File: src/rtl/msg_block_packer_pkg.sv
// msg_block_packer_pkg: shared block geometry constants and packer FSM states
package msg_block_packer_pkg;
  localparam int WORD_W = 64;
  localparam int BLK_W = 512;
  localparam int WORDS_PER_BLK = 8;
  typedef enum logic {FILL, FULL} state_t;
endpackage

File: src/rtl/msg_block_packer_if.sv
// msg_block_packer_if: word input stream, block output and block acknowledge
interface msg_block_packer_if;
  import msg_block_packer_pkg::*;
  logic [WORD_W-1:0] w_data;
  logic w_valid;
  logic w_last;
  logic [2:0] w_bytes;
  logic w_ready;
  logic [BLK_W-1:0] msg;
  logic [2:0] bytenum;
  logic [3:0] words;
  logic msg_last;
  logic in_ready;
  logic blk_ack;
  modport master (
    output w_data, w_valid, w_last, w_bytes, blk_ack,
    input w_ready, msg, bytenum, words, msg_last, in_ready
  );
  modport slave (
    input w_data, w_valid, w_last, w_bytes, blk_ack,
    output w_ready, msg, bytenum, words, msg_last, in_ready
  );
endinterface

File: src/rtl/msg_block_packer_byte_mask_gen.sv
// byte_mask_gen: keep mask for a word, upper n bytes kept on a partial final word
module byte_mask_gen
  import msg_block_packer_pkg::*;
(
  input  logic last,
  input  logic [2:0] bytes,
  output logic [WORD_W-1:0] mask
);
  assign mask = (last && bytes != 3'd0) ? ~({WORD_W{1'b1}} >> {bytes, 3'b000}) : {WORD_W{1'b1}};
endmodule

File: src/rtl/msg_block_packer.sv
// msg_block_packer: packs 64-bit message words MSB-first into 512-bit blocks
module msg_block_packer
  import msg_block_packer_pkg::*;
(
  input logic clk,
  input logic rst_n,
  msg_block_packer_if.slave bus
);
  state_t state;
  logic [2:0] idx;
  logic [BLK_W-1:0] msg_q;
  logic [BLK_W-1:0] msg_nxt;
  logic [2:0] bytenum_q;
  logic [3:0] words_q;
  logic last_q;
  logic [WORD_W-1:0] mask;
  byte_mask_gen u_mask (.last(bus.w_last), .bytes(bus.w_bytes), .mask(mask));
  // first word of a block starts from a clean slate so no stale slots survive
  always_comb begin
    msg_nxt = (idx == 3'd0) ? '0 : msg_q;
    msg_nxt[{~idx, 6'b000000} +: WORD_W] = bus.w_data & mask;
  end
  always_ff @(posedge clk or negedge rst_n) begin
    if (!rst_n) begin
      state <= FILL;
      idx <= '0;
      msg_q <= '0;
      bytenum_q <= '0;
      words_q <= '0;
      last_q <= 1'b0;
    end else if (state == FILL && bus.w_valid) begin
      msg_q <= msg_nxt;
      idx <= idx + 3'd1;
      if (bus.w_last || idx == 3'd7) begin
        state <= FULL;
        words_q <= {1'b0, idx} + 4'd1;
        bytenum_q <= bus.w_last ? bus.w_bytes : 3'd0;
        last_q <= bus.w_last;
      end
    end else if (state == FULL && bus.blk_ack) begin
      state <= FILL;
      idx <= '0;
    end
  end
  assign bus.w_ready = state == FILL;
  assign bus.in_ready = state == FULL;
  assign bus.msg = msg_q;
  assign bus.bytenum = bytenum_q;
  assign bus.words = words_q;
  assign bus.msg_last = last_q;
endmodule
File: src/flat_wrapper.sv
// flat-port wrapper written by rule: the top's interface ports become plain ports
module msg_block_packer_flat import msg_block_packer_pkg::*;
  (clk, rst_n, bus_w_data, bus_w_valid, bus_w_last, bus_w_bytes, bus_blk_ack, bus_w_ready, bus_msg, bus_bytenum, bus_words, bus_msg_last, bus_in_ready);
  msg_block_packer_if bus_i ();
  input logic clk;
  input logic rst_n;
  input wire logic [$bits(bus_i.w_data)-1:0] bus_w_data;
  input wire logic [$bits(bus_i.w_valid)-1:0] bus_w_valid;
  input wire logic [$bits(bus_i.w_last)-1:0] bus_w_last;
  input wire logic [$bits(bus_i.w_bytes)-1:0] bus_w_bytes;
  input wire logic [$bits(bus_i.blk_ack)-1:0] bus_blk_ack;
  output wire logic [$bits(bus_i.w_ready)-1:0] bus_w_ready;
  output wire logic [$bits(bus_i.msg)-1:0] bus_msg;
  output wire logic [$bits(bus_i.bytenum)-1:0] bus_bytenum;
  output wire logic [$bits(bus_i.words)-1:0] bus_words;
  output wire logic [$bits(bus_i.msg_last)-1:0] bus_msg_last;
  output wire logic [$bits(bus_i.in_ready)-1:0] bus_in_ready;
  assign bus_i.w_data = bus_w_data;
  assign bus_i.w_valid = bus_w_valid;
  assign bus_i.w_last = bus_w_last;
  assign bus_i.w_bytes = bus_w_bytes;
  assign bus_i.blk_ack = bus_blk_ack;
  assign bus_w_ready = bus_i.w_ready;
  assign bus_msg = bus_i.msg;
  assign bus_bytenum = bus_i.bytenum;
  assign bus_words = bus_i.words;
  assign bus_msg_last = bus_i.msg_last;
  assign bus_in_ready = bus_i.in_ready;
  msg_block_packer u_core (.clk(clk), .rst_n(rst_n), .bus(bus_i));
endmodule
File: config.mk
export PLATFORM = sky130hd
export DESIGN_NAME = msg_block_packer_flat
export DESIGN_NICKNAME = d
export VERILOG_FILES = /design/src/rtl/msg_block_packer_pkg.sv /design/src/rtl/msg_block_packer_if.sv /design/src/rtl/msg_block_packer_byte_mask_gen.sv /design/src/rtl/msg_block_packer.sv /design/src/flat_wrapper.sv
export SDC_FILE = /design/constraint.sdc
export NUM_CORES = 1
export LEC_CHECK = 0
export ABC_AREA = 1
export CORE_MARGIN = 5
export CORE_UTILIZATION = 43
export DETAILED_ROUTE_END_ITERATION = 12
export PLACE_DENSITY = 0.74
export SLEW_MARGIN = 20
export SYNTH_ARGS = -nofsm -noshare
export SYNTH_HDL_FRONTEND = slang
export SYNTH_HIERARCHICAL = 1
export SYNTH_SLANG_ARGS = --single-unit
File: constraint.sdc
create_clock -name clk -period 1.9 [get_ports clk]
set_input_delay 0.38 -clock clk [delete_from_list [all_inputs] [get_ports clk]]
set_output_delay 0.38 -clock clk [all_outputs]
set_load 0.01 [all_outputs]
# ---- After elaboration in Yosys (flattened, before gate mapping)
# Index checks and enable logic that the tools add are counted.
dict set report word_totals {
  out_inout_bits 522
  ff_bits 524
  elab_cells 36
  inputBits 72
}
dict set report classes {
  add_sub_neg 3
  n_reduce_logical 9
  n_eq_ne 2
  bitwise 4
  n_shift 3
  mux 9
}
# operator n
set op_table {}
lappend op_table {{512-bit bitwise mux} 1}
lappend op_table {{512-bit 2-to-1 mux} 1}
lappend op_table {{64-bit by 11-bit variable shift with 512-bit output, first input constant} 1}
lappend op_table {{64-bit by 11-bit variable part select with 512-bit output} 1}
lappend op_table {{64-bit AND} 1}
lappend op_table {{64-bit 2-to-1 mux} 1}
lappend op_table {{64-bit inverter} 1}
lappend op_table {{64-bit by 6-bit right shift with 64-bit output, first input constant} 1}
lappend op_table {{9-bit negation with 11-bit output} 1}
lappend op_table {{3-bit 2-to-1 mux} 3}
lappend op_table {{3-bit by 1-bit adder with 4-bit output, second input constant} 1}
lappend op_table {{2-bit AND reduction} 2}
lappend op_table {{3-bit by 1-bit adder with 3-bit output, second input constant} 1}
lappend op_table {{3-bit == test, second input constant} 1}
lappend op_table {{1-bit logical AND} 3}
lappend op_table {{3-bit logical NOT} 1}
lappend op_table {{1-bit 2-to-1 mux} 3}
lappend op_table {{3-bit inverter} 1}
lappend op_table {{3-bit nonzero test} 1}
lappend op_table {{2-bit inequality test, second input constant} 1}
lappend op_table {{2-bit nonzero test} 1}
lappend op_table {{1-bit logical OR} 1}
lappend op_table {{1-bit inverter} 1}

# ---- Depth between registers and ports, before layout
# Gate-level depths: netlist of the first run.
dict set report logic_depth {
  depth_word 6
  ltp_mapped 10
  depth_no_buf 9
}

# ---- Modules after synthesis
# The synthesis of the first run kept the hierarchy.
# module area_per_inst_um2 seq_area_each_um2 instances cells_each
set by_module_without_submodules {}
lappend by_module_without_submodules {msg_block_packer 20623.5 13112.6 1 2391}
lappend by_module_without_submodules {byte_mask_gen 501.7 0.0 1 73}

# ---- Worst setup path after synthesis of the first run
# Ideal clock, no wire load.
dict set report synth_timing {
  path_kind {flip-flop to flip-flop}
  start {register u_core.idx[0]}
  end {register u_core.msg_q[441], in the netlist u_core/bus.msg[441]}
  path_buffers 2
  slack_ps 98
  path_stages_with_launch 10
  period_less_slack_ps 1802
  setup_ps 117
  t_required_ps 1783
  arrival_ps 1685
  path_cell_list {dfrtp_1 > ha_1 > ha_1 > inv_2 > nand3_1 > nand2_1 > buf_4 > buf_4 > nand3_1 > nand2_1}
}
dict set report synth_via {
  elab_chain_len 4
  word_cells_on_any_way 7
  cone_classes {add/sub: 1; shift: 2; mux: 2; bitwise: 1; reduce/logical: 1}
}
# item line_no
set synth_lines {}
lappend synth_lines {{from (decl)} msg_block_packer.sv:10} ;# logic [2:0] idx;
lappend synth_lines {{from (signal assigned)} msg_block_packer.sv:33} ;# idx <= idx + 3'd1;
lappend synth_lines {{3-bit inverter} msg_block_packer.sv:21} ;# msg_nxt[{~idx, 6'b000000} +: WORD_W] = bus.w_data & mask;
lappend synth_lines {{9-bit negation with 11-bit output} msg_block_packer.sv:21}
lappend synth_lines {{64-bit by 11-bit variable part select with 512-bit output / 64-bit by 11-bit variable shift with 512-bit output (equally long branches)} msg_block_packer.sv:21}
lappend synth_lines {{512-bit bitwise mux *} msg_block_packer.sv:21}
lappend synth_lines {{to (signal assigned)} msg_block_packer.sv:32} ;# msg_q <= msg_nxt;
lappend synth_lines {{to (decl)} msg_block_packer.sv:11} ;# logic [BLK_W-1:0] msg_q;
# Mark *: on every way between the ends. The rest lies on a longest branch, timed or not.
# A chain may end at the register's enable or synchronous reset.

# ---- Worst setup path after layout of the first run
dict set report layout_timing {
  start {register u_core.idx[0]}
  end {register u_core.msg_q[201], in the netlist u_core/bus.msg[201]}
}
# Same word-level chain as after synthesis.

==> results.md, run 1 <==
* Root Driver: clkbuf_16
* Syn avg cell area at 8.574 µm²
* P_leak at 20.01 nW
* Chip width at 231.7 µm
* CP Capture Type: register
* Antenna violations before repair at 7
* Post-synthesis mux area share at 0%
* Routed length per instance at 25.18 µm
* Worst setup path category: register to register
* Netlist Area Pre-Place at 21130 µm²
* Routed WL at 98940 µm
* Max Freq at 0.4944 GHz
* Max Slew Vio Count at 0
* Hold Path Class: input port to async pin
* Worst R2R Setup Slack at -0.12 ns
* Finish-stage setup viols at 229
* Top Ports at 594
* Area leader, netlist: dfrtp_1
* H-tree Lvls at 2
* GR Overflow Total at 0
* Share of cells above drive strength 1 at 20.21%
* Via Count at 21640
* Slew headroom at 50.72%
* # rows at 81
* Synthesized flop and latch total at 524
* Post-layout minimum cycle time at 2.023 ns
* DR vias/cell at 5.505
* Placed cell count at 3744
* Final hold vios at 0
* Clock buffer depth at 3
* XOR/XNOR Fraction of Synth Area at 0%
* Dpl hpwl at 57170 µm
* Largest net degree at the start of global routing at 79
* Sequential fraction of the synthesis area at 62.07%
* Core Util, Final at 68.49%
* Core area at 48750 µm²
* Synth unique cells at 23
* Worst path arrival time at 2.50 ns
* Final Skew at 0.01396 ns
* CTS tree: built
* Clock Latency Late Sink at 0.61 ns
* Critical Path Start Type: register
* Initial DRC Count at 3003
* Synth top area cells: dfrtp_1, nand2_1, buf_4
* Area of the multi-input gates at 8135 µm²
* Clk slew on worst S/H paths at 0.06 ns
* First-pass GRT wire length at 126900 µm
* First-pass detailed-route iteration total at 6
* Combinational family with the most area after synthesis: simple AND/OR/NAND/NOR gates
* Routed Antenna Nets at 0
* Failing checks: negative setup slack
* Cell Count, Final, Fillers Out at 3930
* Status: finished with violations
* Worst-margin pin slew at 0.7365 ns
* WP data required at 2.38 ns
* Fillcell total at 3671
* Layout Area Growth over Synthesis at 58.05%
* Die area at 53660 µm²
* Nets at 3295
* Final worst slack at -0.1228 ns
* # DRC at 0
* CTS sink count at 524
* R2r worst-path depth at 10
* Share of the synthesized area in the top cell type at 62.07%
* Placer congestion estimate at 0.9051
* Simple-gate share of the synthesized area at 30.36%
* Tcrit/Tclk final at 106.5%
* Setup TNS at -11.05 ns
* Unrepaired setup endpoints after global routing: true
* Die Span Y at 231.7 µm
* IO Port Bufs at 593
* Reg-to-Reg End: u_core/bus.msg[201]
* P per Cell Area at 1545 nW/µm²
* Initial Utilization at 43.34%
* Number of global-route vias before repair at 20600
* Critical R2R Launch: u_core/idx[0]
* Ys Warns at 6
* Adder-cell share of the synthesized area at 0.2369%
* VDD IR-drop max at 0.0008912 V
* Num CTS Buffers at 54
* Reg area at 13110 µm²
* Gr usage total at 30.81%
* Synth Area in Compound Gates at 2.061%
* Gate Count Post-Synth at 2464
* CP Max Fanout at 8
* Max-cap violations at 0
==> repair_timing <==
| item | in CTS | in global routing |
|---|---|---|
| hold buffers | 1 | 0 |
| endpoints found under the setup margin | 895 | 507 |
| resized for setup | 499 | 422 |
| setup buffers | 15 | 16 |
| hold endpoints to repair | 19 | 0 |
| pin swaps | 12 | 41 |
| gates cloned | 9 | 49 |
==> worst max-delay path: stages (launching register included) <==
cell and delay [ns]:
dfrtp_1 0.44, ha_4 0.21, ha_4 0.19, nor2_4 0.13, nand2_4 0.08, nor2_4 0.19
o21ai_4 0.13, buf_12 0.16, clkbuf_16 0.18, nand2_1 0.09, nand2_1 0.09
==> final cells by class <==
| cell class | count | share of cell area, % |
|---|---|---|
| diodes | 5 | 0.03747 |
| clock buffers | 80 | 4.980 |
| clock inverters | 18 | 0.6595 |
| inverters | 15 | 0.2736 |
| multi-input cells | 1749 | 24.37 |
| flip-flops and latches | 524 | 39.28 |
| well taps | 664 | 2.488 |
| repair buffers | 875 | 27.92 |
==> registers in the layout (all words and copies together), names as in the netlist <==
| signal | flops |
|---|---|
| u_core/bus.msg | 512 |
| u_core/bus.msg_last | 1 |
| u_core/bus.bytenum | 3 |
| u_core/bus.in_ready | 1 |
| u_core/idx | 3 |
| u_core/bus.words | 4 |
==> placed cells by master, fill, tap and decap left out, drive strengths merged, types with 2 or more instances in the layout <==
cell | synthesis | layout
nand2 | 1412 | 1412
dfrtp | 524 | 524
dlygate4sd2 | 0 | 448
buf | 164 | 250
nor2 | 140 | 140
clkbuf | 19 | 112
clkdlybuf4s50 | 0 | 90
nand3 | 79 | 79
o21ai | 75 | 75
dlymetal6s2s | 0 | 54
nand4 | 26 | 26
inv | 15 | 13
clkinv | 0 | 12
conb | 1 | 8
diode | 0 | 5
bufinv | 0 | 5
ha | 4 | 4
clkinvlp | 0 | 3
o22ai | 2 | 2
==> kinds of logic after synthesis <==
family / Yosys count
AOI/OAI and AO/OA: 80
and+or+nand+nor: 1657
buffers and inverters: 198
other: 1
adders and majority gates: 4
DFF: 524
==> worst max-delay path by stage <==
stage	endpoint	startpoint	cells past startpoint	slack, ns
2_1_floorplan	u_core/bus.msg[441]	u_core/idx[0]	9	0.1
5_1_grt	u_core/bus.msg[201]	u_core/idx[1]	10	-0.18
4_1_cts	u_core/bus.msg[457]	u_core/idx[1]	9	-0.05
6_report	u_core/bus.msg[201]	u_core/idx[0]	10	-0.12
3_5_place_dp	u_core/bus.msg[115]	bus_w_bytes[1]	9	-0.38
3_3_place_gp	u_core/bus.msg[51]	bus_w_bytes[1]	9	-0.43
==> cells in the mapped netlist <==
library cell  count
nand2_1        1404
o21bai_1          1
nand4_1          26
ha_1              4
clkbuf_1         19
buf_4            68
nor2_2            4
nand3_1          79
o21ai_4           2
o21ai_0          52
nand2_2           8
o21ai_2           1
buf_2            89
a21oi_1           1
dfrtp_1         524
conb_1            1
nor2_1          136
o22ai_1           2
inv_2             9
a22o_1            1
o21ai_1          20
inv_1             6
buf_1             7
==> power breakdown <==
| group | internal (mW) | total (mW) | switching, mW | leakage, nW |
|---|---|---|---|---|
| Clock | 6.70 | 11.2 | 4.55 | 0.934 |
| Combinational | 9.65 | 23.1 | 13.4 | 11.9 |
| Sequential | 14.6 | 17.3 | 2.65 | 7.19 |
==> through the flow <==
step	hold slack [ns]	cell area [µm²]	power, mW	setup WS [ns]
CTS	0.2628	31020	46.83	-0.05305
global placement	0.2986	29040	36.09	-0.4250
detailed placement	0.2969	29040	36.49	-0.3839
finish	0.2693	33390	51.58	-0.1228
floorplan	0.08441	21150	24.02	0.09818
global route	0.2918	33390	53.35	-0.1786
==> routing by layer <==
metal	vias to the layer above	part of all wire, %	GRT usage (%)
li1	9086	-	-
met1	10470	35	38.90
met2	1665	46	49.89
met3	409	12	7.240
met4	4	6.3	15.84
met5	-	0.10	0
No activity file was read; power rests on OpenSTA's default activity.
==> run 2, diff against run 1 <==
--- a/config.mk
+++ b/config.mk
@@ -6,10 +6,12 @@
 export NUM_CORES = 1
 export LEC_CHECK = 0
 export ABC_AREA = 1
-export CORE_MARGIN = 5
-export CORE_UTILIZATION = 43
+export CAP_MARGIN = 20
+export CORE_AREA = 5 5 229 231
+export CTS_CLUSTER_SIZE = 40
 export DETAILED_ROUTE_END_ITERATION = 12
-export PLACE_DENSITY = 0.74
+export DIE_AREA = 0 0 234 236
+export PLACE_DENSITY = 0.7
 export SLEW_MARGIN = 20
 export SYNTH_ARGS = -nofsm -noshare
 export SYNTH_HDL_FRONTEND = slang
==> constraint.sdc (replaced) <==
create_clock -name clk -period 2.1 [get_ports clk]
set_input_delay 0.42 -clock clk [delete_from_list [all_inputs] [get_ports clk]]
set_output_delay 0.42 -clock clk [all_outputs]
set_load 0.01 [all_outputs]
==> run 2 against run 1 <==
Compared with the run above: clock skew up 0.0047 ns; highest routed layer is now met4; the run now ends clean; critical path depth down 9; worst setup slack better by 0.18 ns; sequential power down 10%; die area up 2.9%; non-clock buffer count down 103.
==> results.md, run 2 (synthesis gave the netlist of run 1 again) <==
* Clk slew on worst S/H paths at 0.06 ns (about the same)
* Final hold vios at 0 (unchanged)
* CP Max Fanout at 2 (-6)
* Initial DRC Count at 2039 (-32%)
* Max-cap violations at 0 (unchanged)
* Final Hold Slack at 0.3956 ns (+0.1263 ns)
* IO Port Bufs at 593 (unchanged)
* Routed length per instance at 21.44 µm (-15%)
* Max Slew Vio Count at 0 (unchanged)
* Nets at 3191 (-3.2%)
* Core area at 49860 µm² (+2.3%)
* VDD IR-drop max at 0.0007597 V (-15%)
* Max Freq at 0.4894 GHz
* CTS sink count at 524 (unchanged)
* Die Span Y at 236 µm (+1.9%)
* First-pass detailed-route iteration total at 5 (-1)
* Clock Latency Late Sink at 0.60 ns (about the same)
* Worst-margin pin slew at 0.6254 ns (-0.1111 ns)
* P per Cell Area at 1390 nW/µm² (-10%)
* Area of the multi-input gates at 7012 µm² (-14%)
* CTS tree: built
* Worst path arrival time at 1.62 ns (-0.88 ns)
* Critical-path top delay cell: clkdlybuf4s50_1
* Fin area at 30680 µm² (-8.1%)
* CP Capture Type: primary output
* Die area at 55220 µm² (+2.9%)
* Top Ports at 594 (unchanged)
* Routed WL at 82030 µm (-17%)
* Initial Utilization at 42.37% (-0.97 points)
* Antenna violations before repair at 1 (-6)
* Num CTS Buffers at 53 (-1.9%)
* DR vias/cell at 5.181 (-5.9%)
* Hold Path Class: input port to async pin
* Fillcell total at 4232 (+15%)
* WP data required at 1.68 ns (-0.70 ns)
* Post-layout minimum cycle time at 2.043 ns
* Chip width at 234 µm (+1.0%)
* GR Overflow Total at 0 (unchanged)
* H-tree Lvls at 2 (unchanged)
* First-pass GRT wire length at 121900 µm (-3.9%)
* Critical Path Start Type: register
* Layout Area Growth over Synthesis at 45.23%
* Number of global-route vias before repair at 19810 (-3.8%)
* Worst-path cell chain: clkdlybuf4s50_1
* Gr usage total at 28.58% (-2.2 points)
* Largest register FFs at 512 (unchanged)
* Met2 Use GR at 47.09% (-2.8 points)
* Core Util, Final at 61.53% (-7.0 points)
* Routing usage on met3 at 7.661% (+0.42 points)
* Routed Antenna Nets at 0 (unchanged)
* Slew headroom at 58.15% (+7.4 points)
* Most frequent cells in the layout: nand2_1, clkdlybuf4s50_1, dfrtp_1, nor2_1, buf_4
* Most common cell after layout, fill and taps aside: nand2_1
* # rows at 82 (+1.2%)
* GR peak layer: met2
* Tcrit/Tclk final at 97.30%
* Worst setup path category: register to primary output
* Reg area at 13110 µm² (unchanged)
* Placer congestion estimate at 0.8915 (-1.5%)
* Met1 Track Usage GR at 35.71% (-3.2 points)
* CP peak stage delay at 0.66 ns (+0.22 ns)
* Clock buffer depth at 3 (unchanged)
* Share of cells above drive strength 1 at 9.226% (-11 points)
* P_leak at 15.77 nW (-21%)
* # DRC at 0 (unchanged)
* Placed Area at 28810 µm² (-0.79%)
* Root Driver: clkbuf_16
* Via Count at 19830 (-8.4%)
* Status: finished clean
* Dpl hpwl at 57200 µm (about the same)
* Finish-stage setup viols at 0 (-100%)
* Final Skew at 0.01867 ns (+0.004717 ns)
* CP Buf/Inv Count at 1 (-1)
* Largest net degree at the start of global routing at 77 (-2.5%)
* CP delay by family, top: buffers and inverters
-- run 2: cell types whose count changed in the layout (fill, tap and decap cells not counted), moves of 8 or more --
cell	change
nor2_2	-21
clkbuf_1	+8
buf_6	-20
dlymetal6s2s_1	-54
buf_4	-22
buf_16	-13
clkbuf_16	-31
nor2_1	+26
nand2_4	-64
nand2_1	+217
buf_12	-13
dlygate4sd2_1	-447
clkdlybuf4s50_1	+501
nand2_2	-148
-- run 2: timing repair --
| action | CTS | global route |
|---|---|---|
| pin swaps | 0 | 3 |
| hold endpoints to repair | 29 | 0 |
| gates resized for setup | 2 | 11 |
| setup endpoints to repair | 13 | 389 |
| cloned | 0 | 3 |
| hold buffers | 1 | 0 |
| setup buffers | 0 | 3 |
-- run 2: layout make-up --
cell class	count	share of cell area [%]
sequential	524	42.74
clock buffer	82	5.175
clock inverter	12	0.4608
antenna	1	0.008156
timing repair buffer	772	25.82
tap	672	2.741
inverter	15	0.1998
multi-input combinational	1749	22.85
-- run 2: path summary, 6_finish.rpt --
path                                           from                  end  slack, ns  cells after the start
worst max-delay path            u_core/bus.words[2]         bus_words[2]       0.06                      1
max in group asynchronous                     rst_n   u_core/bus.msg[20]       0.91                      3
min in group clk                      bus_w_data[7]  u_core/bus.msg[455]       0.42                      3
worst max register to register        u_core/idx[0]  u_core/bus.msg[177]       0.08                     10
worst min register to register  u_core/bus.msg[148]  u_core/bus.msg[148]       0.47                      2
worst min-delay path                          rst_n  u_core/bus.msg[130]       0.40                      2
-- run 2: power by group --
group / leakage, nW / switching (mW) / internal (mW)
combinational: 7.74 / 9.57 / 8.11
clock: 0.850 / 3.96 / 5.54
sequential: 7.19 / 2.23 / 13.2
total: 15.8 / 15.8 / 26.9
-- run 2: layer usage --
| metal | up-vias | wire [µm] |
|---|---|---|
| met1 | 9635 | 30060 |
| met2 | 1168 | 39590 |
| met4 | 0 | 3617 |
| met3 | 192 | 8769 |
| met5 | - | 0 |
| li1 | 8833 | - |
-- run 2: stage by stage --
stage / worst slack (ns) / TNS, ns / instances / power [mW]
2_1_floorplan: 0.2982 / 0 / 2471 / 21.73
3_3_place_gp: -0.1412 / -5.772 / 3725 / 32.54
3_5_place_dp: -0.1911 / -10.51 / 3725 / 32.89
4_1_cts: 0.003932 / 0 / 3820 / 42.47
5_1_grt: -0.0004312 / -0.0004312 / 3827 / 44.57
6_report: 0.05672 / 0 / 3827 / 42.65
==> run 3, diff against run 2 <==
==> constraint.sdc (replaced) <==
create_clock -name clk -period 2.2 [get_ports clk]
set_input_delay 0.44 -clock clk [delete_from_list [all_inputs] [get_ports clk]]
set_output_delay 0.44 -clock clk [all_outputs]
set_load 0.01 [all_outputs]
==> run 3 against run 2 <==
Compared with the run above: clock power increased by 4.1%; die area unchanged; cell area decreased by 0.14%; clock-buffer cell count decreased by 5; critical path depth increased by 1; largest cell class unchanged; largest power group unchanged.
==> results.md, run 3 (synthesis gave the netlist of run 1 again) <==
* Max Slew Vio Count at 0 (unchanged)
* R2r worst-path depth at 8 (-2)
* Antenna violations before repair at 1 (unchanged)
* H-tree Lvls at 2 (unchanged)
* CP peak stage delay at 0.58 ns (-0.08 ns)
* Initial DRC Count at 1812 (-11%)
* # DRC at 0 (unchanged)
* Unrepaired setup endpoints after global routing: false
* P per Cell Area at 1341 nW/µm² (-3.5%)
* Finish-stage setup viols at 0 (unchanged)
* Initial Utilization at 42.37% (unchanged)
* Most frequent cells in the layout: nand2_1, clkdlybuf4s50_1, dfrtp_1, nor2_1, buf_4
* Largest net degree at the start of global routing at 61 (-21%)
* Worst-path cell chain: inv_2 > clkdlybuf4s50_1
* Clock Latency Late Sink at 0.60 ns (about the same)
* Clk slew on worst S/H paths at 0.06 ns (about the same)
* Core area at 49860 µm² (unchanged)
* Setup TNS at 0 ns (unchanged)
* Root Driver: clkbuf_16
* Placer congestion estimate at 0.9070 (+1.7%)
* DR vias/cell at 5.160 (-0.41%)
* Layout Area Growth over Synthesis at 45.02%
* Fillcell total at 4182 (-1.2%)
* Post-layout minimum cycle time at 2.132 ns
* Worst path arrival time at 1.69 ns (+0.07 ns)
* Final Hold Slack at 0.3612 ns (-0.03443 ns)
* Nets at 3172 (-0.60%)
* Slew headroom at 50.80% (-7.3 points)
* Area of the multi-input gates at 6992 µm² (-0.29%)
* Die Span Y at 236 µm (unchanged)
* Final hold vios at 0 (unchanged)
* Fin area at 30640 µm² (-0.14%)
* Largest register FFs at 512 (unchanged)
* Gr usage total at 29.15% (+0.57 points)
* Critical-path top delay cell: clkdlybuf4s50_1
* Top Ports at 594 (unchanged)
* First-pass detailed-route iteration total at 5 (unchanged)
* Core Util, Final at 61.44% (-0.088 points)
* Share of cells above drive strength 1 at 8.798% (-0.43 points)
* Worst-margin pin slew at 0.7352 ns (+0.1098 ns)
* Dpl hpwl at 57210 µm (about the same)
* Tcrit/Tclk final at 96.92%
* Routed length per instance at 21.58 µm (+0.66%)
* Number of global-route vias before repair at 19810 (-0.035%)
* Final worst slack at 0.06781 ns (+0.01109 ns)
* Max-cap violations at 0 (unchanged)
* CP Max Fanout at 3 (+1)
* IO Port Bufs at 593 (unchanged)
* Clock buffer depth at 3 (unchanged)
* # rows at 82 (unchanged)
* Routed Antenna Nets at 0 (unchanged)
* Placed Area at 28680 µm² (-0.45%)
* GR Overflow Total at 0 (unchanged)
* VDD IR-drop max at 0.0007249 V (-4.6%)
* P_leak at 15.74 nW (-0.23%)
* Chip width at 234 µm (unchanged)
* Status: finished clean
* Reg area at 13110 µm² (unchanged)
* Routed WL at 82210 µm (+0.21%)
* Max Freq at 0.4690 GHz
* CTS tree: built
* Num CTS Buffers at 54 (+1.9%)
* WP data required at 1.76 ns (+0.08 ns)
* Die area at 55220 µm² (unchanged)
* Pre-CTS WS at -0.07587 ns (+0.1152 ns)
* Hold Path Class: input port to async pin
* Via Count at 19660 (-0.85%)
* Worst setup path category: register to primary output
* CTS sink count at 524 (unchanged)
* Critical Path Start Type: register
* Final Skew at 0.01031 ns (-0.008366 ns)
* CP Capture Type: primary output
* First-pass GRT wire length at 123900 µm (+1.7%)
* Most common cell after layout, fill and taps aside: nand2_1
## run 3: changes by cell type in the layout (fill, tap and decap cells not counted), moves of 2 or more
cell | before | now
nor2_1 | 133 | 135
buf_6 | 2 | 4
buf_12 | 46 | 44
clkinvlp_4 | 1 | 3
clkbuf_1 | 16 | 9
bufinv_16 | 3 | 8
nor2_2 | 3 | 1
buf_4 | 127 | 110
## run 3: path summary, 6_finish.rpt
check                                    start                  end  slack (ns)
setup / recovery           u_core/bus.in_ready          bus_w_ready        0.07
hold / removal                           rst_n  u_core/bus.msg[239]        0.36
setup reg to reg                 u_core/idx[0]  u_core/bus.msg[241]        0.11
hold reg to reg            u_core/bus.msg[192]  u_core/bus.msg[192]        0.47
max in group asynchronous                rst_n   u_core/bus.msg[90]        0.92
min in group clk                 bus_w_data[5]  u_core/bus.msg[453]        0.45
## run 3: report_power, final
group | internal [mW] | switching [mW] | total, mW | leakage [nW]
combinational | 7.43 | 8.95 | 16.4 | 7.61
sequential | 12.6 | 2.17 | 14.8 | 7.19
clock | 6.02 | 3.88 | 9.89 | 0.942
total | 26.1 | 15.0 | 41.1 | 15.7
## run 3: cell type report
cell class	instances	share of cell area [%]
Antenna cell	1	0.008168
Inverter	15	0.1919
Timing Repair Buffer	752	25.14
Sequential cell	524	42.80
Multi-Input combinational cell	1749	22.82
Tap cell	672	2.744
Clock buffer	77	5.260
Clock inverter	20	1.029
## run 3: metrics by stage
step,std cells,power (mW)
final,3810,41.08
after global routing,3810,42.96
after CTS,3809,41.19
after detailed placement,3711,31.15
after global placement,3711,30.86
after floorplan,2471,20.74
## run 3: critical path: cells and delay by family, from the launching register on
kind	cells	cell delay, ns
buf+inv	2	0.68
flops	1	0.41
## run 3: routing by layer
| layer | GRT usage, % | share of wire [%] | routed length [µm] | up-vias |
|---|---|---|---|---|
| met5 | 0 | 0 | 0 | - |
| met4 | 11.71 | 4.5 | 3718 | 0 |
| met3 | 6.206 | 8.8 | 7257 | 195 |
| met2 | 47.18 | 48 | 39390 | 1048 |
| met1 | 38.41 | 39 | 31850 | 9624 |
| li1 | - | - | - | 8792 |
## run 3: timing repair
item,4_1_cts,5_1_grt
endpoints found under the setup margin,1,349
buffers inserted,0,0
endpoints found under the hold margin,30,0
gates resized for setup,1,5
hold buffers,1,0
gates cloned,0,0
==> RTL change, RTL diff (settings of run 1) <==
Set the package constant `BLK_W` to 128 (it was 512).
--- a/src/rtl/msg_block_packer_pkg.sv
+++ b/src/rtl/msg_block_packer_pkg.sv
@@ -1,7 +1,7 @@
 // msg_block_packer_pkg: shared block geometry constants and packer FSM states
 package msg_block_packer_pkg;
   localparam int WORD_W = 64;
-  localparam int BLK_W = 512;
+  localparam int BLK_W = 128;
   localparam int WORDS_PER_BLK = 8;
   typedef enum logic {FILL, FULL} state_t;
 endpackage
Interface: changed (resized bus_msg); port bits go from 594 to 210. No check against the original RTL was run, so the function may have changed too.
==> RTL change against run 1 <==
Sequential cell count down 384. Setup slack better by 0.14 ns. Sequential share of layout area is 5.2 points lower. Routed wire length down 77%. Cell area down 69%. Clock skew fell by 0.0055 ns. Largest power group unchanged. Synthesized area is 67% lower. Total power down 79%. Highest routed layer is now met4.
==> RTL change: results <==
group,metric,value,unit
final_layout,nFlopsAndLatches,140,
final_layout,fill_cells,1399,
final_layout,multi_input_cells,578,
final_layout,inv_count,74,
floorplan,die_x,138,um
final_layout,seq_area_share,34.1,%
global_routing,first_global_vias,6169,
route,routed_wl,22.4,mm
clock_tree,cts_buffer_depth,2,
clock_tree,cts_buffers,17,
worst_setup_path,startpoint,"u_core/idx[1]$_DFFE_PN0P_",
worst_setup_path,reg2reg_to,"u_core/bus.msg[51]$_DFFE_PN0P_",
clock_tree,clock_latency,0.41,ns
logic_synthesis,syn-mean-instance-area,7.87,um^2
final_layout,largest_reg_flops,128,
final_layout,num_antenna_cells,0,
final_layout,layout.nets,1154,
route,vias,6504,
worst_setup_path,worst-endpoint-arrival,2.23,ns
final_layout,num-nonclk-buffers,267,
outcome,outcome,"finished, final reports clean",
worst_setup_path,r2r_cells,11,
global_routing,grt_max_degree,67,
route,dr.pass1.iters,5,
worst_setup_path,path_max_fanout,6,
final_layout,bufAreaShareNonClock,29.2,%
logic_synthesis,ys_types,22,
placed_design,place_congestion,0.812,
pwr,ir_worst_vdd,0.695,mV
logic_synthesis,synthAdderAreaFrac,0.710,%
pwr,p_leak,4.97,nW
final_layout,multiInputGateArea,0.00260,mm^2
placed_design,place_area,0.00909,mm^2
final_layout,nClkBuffers,22,
clock_tree,ctsHtreeMaxLevel,4,
global_routing,grt_usage,21.1,%
final_layout,drive_gt1_share,9.91,%
global_routing,grt_pass1_wl,33.2,mm
logic_synthesis,synthTopCellsByCount,"nand2_1 (341), dfrtp_1 (140), nand3_1 (74)",
logic_synthesis,synth-seq-area-share,49.7,%
final_layout,clkCellAreaFrac,6.15,%
placed_design,portBuffers,209,
-- RTL change: changes by cell type after synthesis, moves of 14 or more --
cell	change
nand4_1	-26
nor2_1	-132
nor3_1	+64
o21ai_1	+15
inv_1	+64
nand2_1	-1063
buf_2	-62
o21ai_0	-14
dfrtp_1	-384
-- RTL change: layer usage --
metal  wire (um)  vias to the layer above  global-route usage, %
li1            -                     3142                      -
met1        9420                     3049                   28.0
met2       10900                      271                   33.3
met3        1550                       42                   5.41
met4         577                        0                   8.16
met5           0                        -                      0
-- RTL change: worst max-delay path, stage by stage (launching register included) --
cell and delay [ns]:
dfrtp_1 0.39, ha_2 0.20, inv_2 0.06, ha_4 0.20, nor2_4 0.11, nand2_2 0.09
o21bai_4 0.16, buf_6 0.14, buf_12 0.14, clkbuf_16 0.15, nand3_1 0.08, nand2_1 0.09
-- RTL change: power breakdown --
| part | internal, W | leakage (nW) | total (W) | switching [W] |
|---|---|---|---|---|
| Combinational | 0.00176 | 2.72 | 0.00386 | 0.00210 |
| Clock | 0.00231 | 0.307 | 0.00357 | 0.00126 |
| Sequential | 0.00315 | 1.94 | 0.00325 | 0.0000969 |
| Total | 0.00721 | 4.97 | 0.0107 | 0.00346 |
-- RTL change: repair_timing --
action,CTS,global route
endpoints found under the hold margin,34,0
gates cloned,1,16
endpoints found under the setup margin,29,105
gates resized for setup,11,18
pin swaps,2,10
setup buffers,2,4
hold buffers,1,0
-- RTL change: stage by stage --
step           TNS (ns)  setup slack (ns)  hold slack, ns
4_1_cts               0           0.00118           0.438
6_report              0            0.0185           0.433
5_1_grt           -1.33           -0.0582           0.476
3_3_place_gp     -0.186           -0.0264           0.311
3_5_place_dp     -0.771           -0.0518           0.319
2_1_floorplan         0             0.164          0.0844
